`config.mk`:
```
export PLATFORM = sky130hd
export DESIGN_NAME = imm_narrow
export DESIGN_NICKNAME = d
export VERILOG_FILES = /design/src/rtl/imm_narrow_pkg.sv /design/src/rtl/imm_narrow_core.sv /design/src/rtl/imm_narrow.sv
export SDC_FILE = /design/constraint.sdc
export NUM_CORES = 1
export LEC_CHECK = 0
export ABC_CLOCK_PERIOD_IN_PS = 2550
export CORE_MARGIN = 2
export CORE_UTILIZATION = 50
export DETAILED_ROUTE_END_ITERATION = 10
export PLACE_DENSITY = 0.9
export REMOVE_ABC_BUFFERS = 1
export SETUP_SLACK_MARGIN = 0.1
export SLEW_MARGIN = 20
export SYNTH_ARGS = -nofsm -noshare
export SYNTH_HDL_FRONTEND = slang
export SYNTH_SLANG_ARGS = --single-unit
```
`constraint.sdc`:
```
create_clock -name clk_i -period 2.55 [get_ports clk_i]
set_input_delay 0.255 -clock clk_i [delete_from_list [all_inputs] [get_ports clk_i]]
set_output_delay 0.255 -clock clk_i [all_outputs]
set_load 0.01 [all_outputs]
```
`src/rtl/imm_narrow_pkg.sv`:
```
// imm_narrow_pkg: shared defaults, FIFO state type and saturation constants
// for the immediate narrowing block.
//   IMM_W_DEF / DATA_W_DEF / CNT_W_DEF : default widths
//   fifo_state_t                       : occupancy of the 2-entry output FIFO
//   IMM_MAX / IMM_MIN                  : saturation limits at the default IMM_W
package imm_narrow_pkg;

  localparam int IMM_W_DEF  = 14;
  localparam int DATA_W_DEF = 16;
  localparam int CNT_W_DEF  = 8;

  typedef enum logic [1:0] {
    EMPTY = 2'd0,
    ONE   = 2'd1,
    FULL  = 2'd2
  } fifo_state_t;

  localparam logic [IMM_W_DEF-1:0] IMM_MAX = 14'h1FFF;
  localparam logic [IMM_W_DEF-1:0] IMM_MIN = 14'h2000;

endpackage

```
`src/rtl/imm_narrow_core.sv`:
```
// imm_narrow_core: combinational narrowing of a two's-complement value to
// IMM_W bits, with overflow detection and optional saturation.
//   data   : wide input value (DATA_W)
//   sat_en : 1 = saturate on overflow, 0 = truncate
//   imm    : narrowed immediate (IMM_W)
//   ovf    : source value does not fit in IMM_W bits
module imm_narrow_core
  import imm_narrow_pkg::*;
#(
  parameter int IMM_W  = IMM_W_DEF,
  parameter int DATA_W = DATA_W_DEF
) (
  input  logic [DATA_W-1:0] data,
  input  logic              sat_en,
  output logic [IMM_W-1:0]  imm,
  output logic              ovf
);

  // Generic limits; at the default width these equal IMM_MAX / IMM_MIN.
  localparam logic [IMM_W-1:0] SAT_MAX = {1'b0, {(IMM_W-1){1'b1}}};
  localparam logic [IMM_W-1:0] SAT_MIN = {1'b1, {(IMM_W-1){1'b0}}};

  logic [DATA_W-IMM_W:0] upper;

  always_comb begin
    // The value fits iff every bit from the new sign position upward matches.
    upper = data[DATA_W-1:IMM_W-1];
    ovf   = !((&upper) || !(|upper));
    imm   = data[IMM_W-1:0];
    if (ovf && sat_en) begin
      imm = data[DATA_W-1] ? SAT_MIN : SAT_MAX;
    end
  end

endmodule

```
`src/rtl/imm_narrow.sv`:
```
// imm_narrow: narrows a stream of DATA_W two's-complement words to IMM_W-bit
// immediates through a 2-entry valid/ready FIFO and counts overflowing words.
//   clk_i, rst_n              : clock, asynchronous active-low reset
//   in_valid_i/in_ready_o     : input handshake, in_data_i + sat_en_i payload
//   out_valid_o/out_ready_i   : output handshake, out_imm_o + out_ovf_o payload
//   ovf_cnt_o, cnt_clr_i      : saturating overflow counter and its sync clear
module imm_narrow
  import imm_narrow_pkg::*;
#(
  parameter int IMM_W  = IMM_W_DEF,
  parameter int DATA_W = DATA_W_DEF,
  parameter int CNT_W  = CNT_W_DEF
) (
  input  logic              clk_i,
  input  logic              rst_n,
  input  logic              in_valid_i,
  output logic              in_ready_o,
  input  logic [DATA_W-1:0] in_data_i,
  input  logic              sat_en_i,
  output logic              out_valid_o,
  input  logic              out_ready_i,
  output logic [IMM_W-1:0]  out_imm_o,
  output logic              out_ovf_o,
  output logic [CNT_W-1:0]  ovf_cnt_o,
  input  logic              cnt_clr_i
);

  fifo_state_t      state_q, state_d;
  logic             in_ready_q, out_valid_q;
  logic [IMM_W-1:0] head_imm_q, head_imm_d, tail_imm_q, tail_imm_d;
  logic             head_ovf_q, head_ovf_d, tail_ovf_q, tail_ovf_d;
  logic [CNT_W-1:0] cnt_q;

  logic [IMM_W-1:0] new_imm;
  logic             new_ovf;
  logic             push, pop;

  imm_narrow_core #(
    .IMM_W  (IMM_W),
    .DATA_W (DATA_W)
  ) u_core (
    .data   (in_data_i),
    .sat_en (sat_en_i),
    .imm    (new_imm),
    .ovf    (new_ovf)
  );

  assign push = in_valid_i & in_ready_q;
  assign pop  = out_valid_q & out_ready_i;

  // Head is the word on out_*, tail is the second slot used only when FULL.
  always_comb begin
    state_d    = state_q;
    head_imm_d = head_imm_q;
    head_ovf_d = head_ovf_q;
    tail_imm_d = tail_imm_q;
    tail_ovf_d = tail_ovf_q;
    unique case (state_q)
      EMPTY: begin
        if (push) begin
          state_d    = ONE;
          head_imm_d = new_imm;
          head_ovf_d = new_ovf;
        end
      end
      ONE: begin
        if (push && pop) begin
          head_imm_d = new_imm;
          head_ovf_d = new_ovf;
        end else if (push) begin
          state_d    = FULL;
          tail_imm_d = new_imm;
          tail_ovf_d = new_ovf;
        end else if (pop) begin
          state_d = EMPTY;
        end
      end
      FULL: begin
        if (pop) begin
          state_d    = ONE;
          head_imm_d = tail_imm_q;
          head_ovf_d = tail_ovf_q;
        end
      end
      default: state_d = EMPTY;
    endcase
  end

  always_ff @(posedge clk_i or negedge rst_n) begin
    if (!rst_n) begin
      state_q     <= EMPTY;
      in_ready_q  <= 1'b1;
      out_valid_q <= 1'b0;
      head_imm_q  <= '0;
      head_ovf_q  <= 1'b0;
      tail_imm_q  <= '0;
      tail_ovf_q  <= 1'b0;
    end else begin
      state_q     <= state_d;
      in_ready_q  <= (state_d != FULL);
      out_valid_q <= (state_d != EMPTY);
      head_imm_q  <= head_imm_d;
      head_ovf_q  <= head_ovf_d;
      tail_imm_q  <= tail_imm_d;
      tail_ovf_q  <= tail_ovf_d;
    end
  end

  always_ff @(posedge clk_i or negedge rst_n) begin
    if (!rst_n) begin
      cnt_q <= '0;
    end else if (cnt_clr_i) begin
      cnt_q <= '0;
    end else if (push && new_ovf && (cnt_q != '1)) begin
      cnt_q <= cnt_q + 1'b1;
    end
  end

  assign in_ready_o  = in_ready_q;
  assign out_valid_o = out_valid_q;
  assign out_imm_o   = head_imm_q;
  assign out_ovf_o   = head_ovf_q;
  assign ovf_cnt_o   = cnt_q;

endmodule

```
==> impl_results.md <==
- I/O pin count: 47
- Initial Utilization: 0.523
- Post-synth EDFFs: 0
- Dominant synthesized flop cell: dfrtp_1
- Routed Antenna Nets: 0
- Measured slew at the worst slew-check pin: 0.934 ns
- Hold-fix buffers at CTS: 0
- Placer Congestion: around 0.84
- Clk Latency, worst-skew pair: 0.29 ns
- Register area share after synthesis: 0.456
- Achievable Freq: 504 MHz
- Cell chain of the critical path: nand2_1 -> or3_4 -> nor4_1 -> mux2_2
- Post-synth top area share: 0.445
- Largest delay share family, worst path: simple AND/OR/NAND/NOR gates
- Layout Nets: 345
- Max cap viols: 0
- Leakage: 0.00125 uW
- Crit path kind: reg2reg
- Total track usage: 0.238
- Buffers and inverters on the worst path: 0
- Detail Route met2 WL: 3010 um
- Relative slew slack: 0.377
- Pre-CTS setup slack: 0.308 ns
- WP data required: around 2.7 ns
- Peak supply drop: between 0.5 and 0.6 mV
- Core area: 4410 sq um
- Resized cells post-CTS: 0
- DR vias: 2,249
- Fin crit share: 0.778
- Worst-case clock buffer depth: 2
- Vias in the first global route: approximately 2,100
- Final Hold Viols: 0
- Fin Clk Skew: about 0.005 ns
- Routed wire length per instance: roughly 16 um
- Warnings from Yosys: 0
- Post-Synthesis Cells: 283
- Synth cell types: 37
- Layout cells sized above 1: 0.0774
- Area Growth Syn to Fin: 25.5%
- Worst setup EP type: flip-flop
- CTS root buf: clkbuf_8
- Initial antenna violation count: 0
- H-tree depth: 2
- DR top layer: met4
- Cell area after synthesis: 2310 sq um
- Final wirelength: 5900 um
- Arr. time, crit path: 2.16 ns
- DRC violations left: 0
- Asr flop ratio synth: 1.00
- Site Rows: 24
- Setup Fix Bufs, Post-CTS: 0
- Power, Total: 2740 uW
- Most frequent cells in the layout: nand2_1, clkdlybuf4s50_1, dfrtp_1
- Detail Placement HPWL: 3820 um
- Minimum hold slack: about 0.11 ns
- Endpoints failing setup: 0
- Status: complete, no violations
- Slowest cell on the critical path: dfstp_2
- RSZ-0062 raised after global routing: no
- Drt initial violations: 322
- Cts bufs inserted: 5
- First-pass GRT wire length: 9720 um
- Synth top area cells: dfrtp_1, nand2_1, o22ai_1
- Metal3 WL: 384 um
- Placed instance count: approximately 370
- Die area: 5170 sq um
- GR Overflow Total: 0
- Max-slew violations: 0
- Antenna Cells: 0
- Crit path launch type: flip-flop
- IO Port Bufs: 46
- Max incr delay on CP: 0.57 ns
- Synth Register Bits: between 40 and 50
- First drt pass iteration count: 5
- Area leader, netlist: dfrtp_1
- Chip width: 71.9 um
- Die Height: 71.9 um
- Clock-pin slew on the worst setup and hold paths: ~0.080 ns
- Pwr/cell area: 945 nW/um^2
- CP max FO: 11
- Post-Route M1 WL: 2440 um
- Setup TNS: 0 ns
- CTS tree: built
- Clock tree sinks: 42
- Tmin final: 1.98 ns
- Syn avg cell area: between 8 and 9 sq um
- R2R setup slack: 0.57 ns
- Final WS setup: approximately 0.57 ns
- Worst hold path class: in2async
- Final cell count without fillers: between 300 and 400
- Largest net degree at the start of global routing: 43
- Leading cell type in the layout, fill and taps excluded: nand2_1
- Vias/cell: between 5 and 6
[synth_stat cells, types with 2 or more instances]
| library cell | instances |
|---|---|
| mux2_2 | 3 |
| nand2_1 | 47 |
| a21oi_1 | 31 |
| buf_2 | 3 |
| a211oi_1 | 15 |
| nand4_1 | 2 |
| nor4_1 | 4 |
| nand3_1 | 4 |
| dfrtp_1 | 41 |
| clkbuf_1 | 16 |
| nand2b_1 | 2 |
| o21ai_0 | 20 |
| nor2b_1 | 4 |
| buf_1 | 2 |
| nor3_1 | 6 |
| or3_1 | 2 |
| or2_2 | 2 |
| o22ai_1 | 26 |
| nor2_1 | 18 |
| inv_1 | 17 |
| buf_6 | 2 |
[flip-flops by register name, indices dropped and copies added (netlist names)]
name         cells
tail_imm_q      14
tail_ovf_q       1
state_q          2
out_valid_o      1
ovf_cnt_o        8
out_ovf_o        1
out_imm_o       14
in_ready_o       1
[worst paths after layout]
path / depth (start not counted) / end / from
worst max register to register: 4 / ovf_cnt_o[5] / in_ready_o
min in group clk_i: 2 / tail_imm_q[3] / tail_imm_q[3]
worst min register to register: 2 / tail_imm_q[3] / tail_imm_q[3]
worst max-delay path: 4 / ovf_cnt_o[5] / in_ready_o
worst min-delay path: 1 / tail_imm_q[7] / rst_n
max in group asynchronous: 1 / out_imm_o[4] / rst_n
[worst reg2reg max path, delay by kind of cell, from the launching register on]
family,cells,cell delay (ns)
AND/OR/NAND/NOR,3,0.93
flip-flops,1,0.57
multiplexers,1,0.37
[area by class of cell]
| class | instances | area [sq um] |
|---|---|---|
| multi-input combinational | 201 | 1090 |
| tap | 52 | 65.1 |
| clock buffer | 7 | 76.3 |
| sequential | 42 | 1050 |
| inverter | 17 | 63.8 |
| timing repair buffer | 55 | 523 |
| clock inverter | 1 | 30.0 |
| fill | 349 | 1520 |
[routing by layer]
| layer | up-vias | GRT usage |
|---|---|---|
| met4 | 0 | 0.0776 |
| met3 | 6 | 0.0375 |
| met1 | 1064 | 0.320 |
| met5 | - | 0 |
| li1 | 1081 | - |
| met2 | 98 | 0.396 |
[per-stage QoR]
stage                     utilization  area, sq um
after floorplan                     -         2200
after global placement          0.632         2790
after detailed placement        0.632         2790
after CTS                       0.656         2900
after global routing            0.656         2900
final                           0.656         2900
[power breakdown]
group / internal [uW] / leakage, uW / total [uW] / switching, uW
Clock: 293 / 0.0000524 / 518 / 225
Sequential: 938 / 0.000523 / 1100 / 163
Combinational: 551 / 0.000672 / 1120 / 568
[logic make-up (layout without fill, tap and decap cells)]
family | count (synthesis) | in the layout | synth area share
mux | 3 | 3 | 0.0146
compound gates | 99 | 99 | 0.254
flops | 42 | 42 | 0.456
fa+ha+maj | 1 | 1 | 0.00542
simple gates | 98 | 98 | 0.196
buf+inv | 40 | 80 | 0.0732
Note: power is estimated with default switching activity, not from simulation.
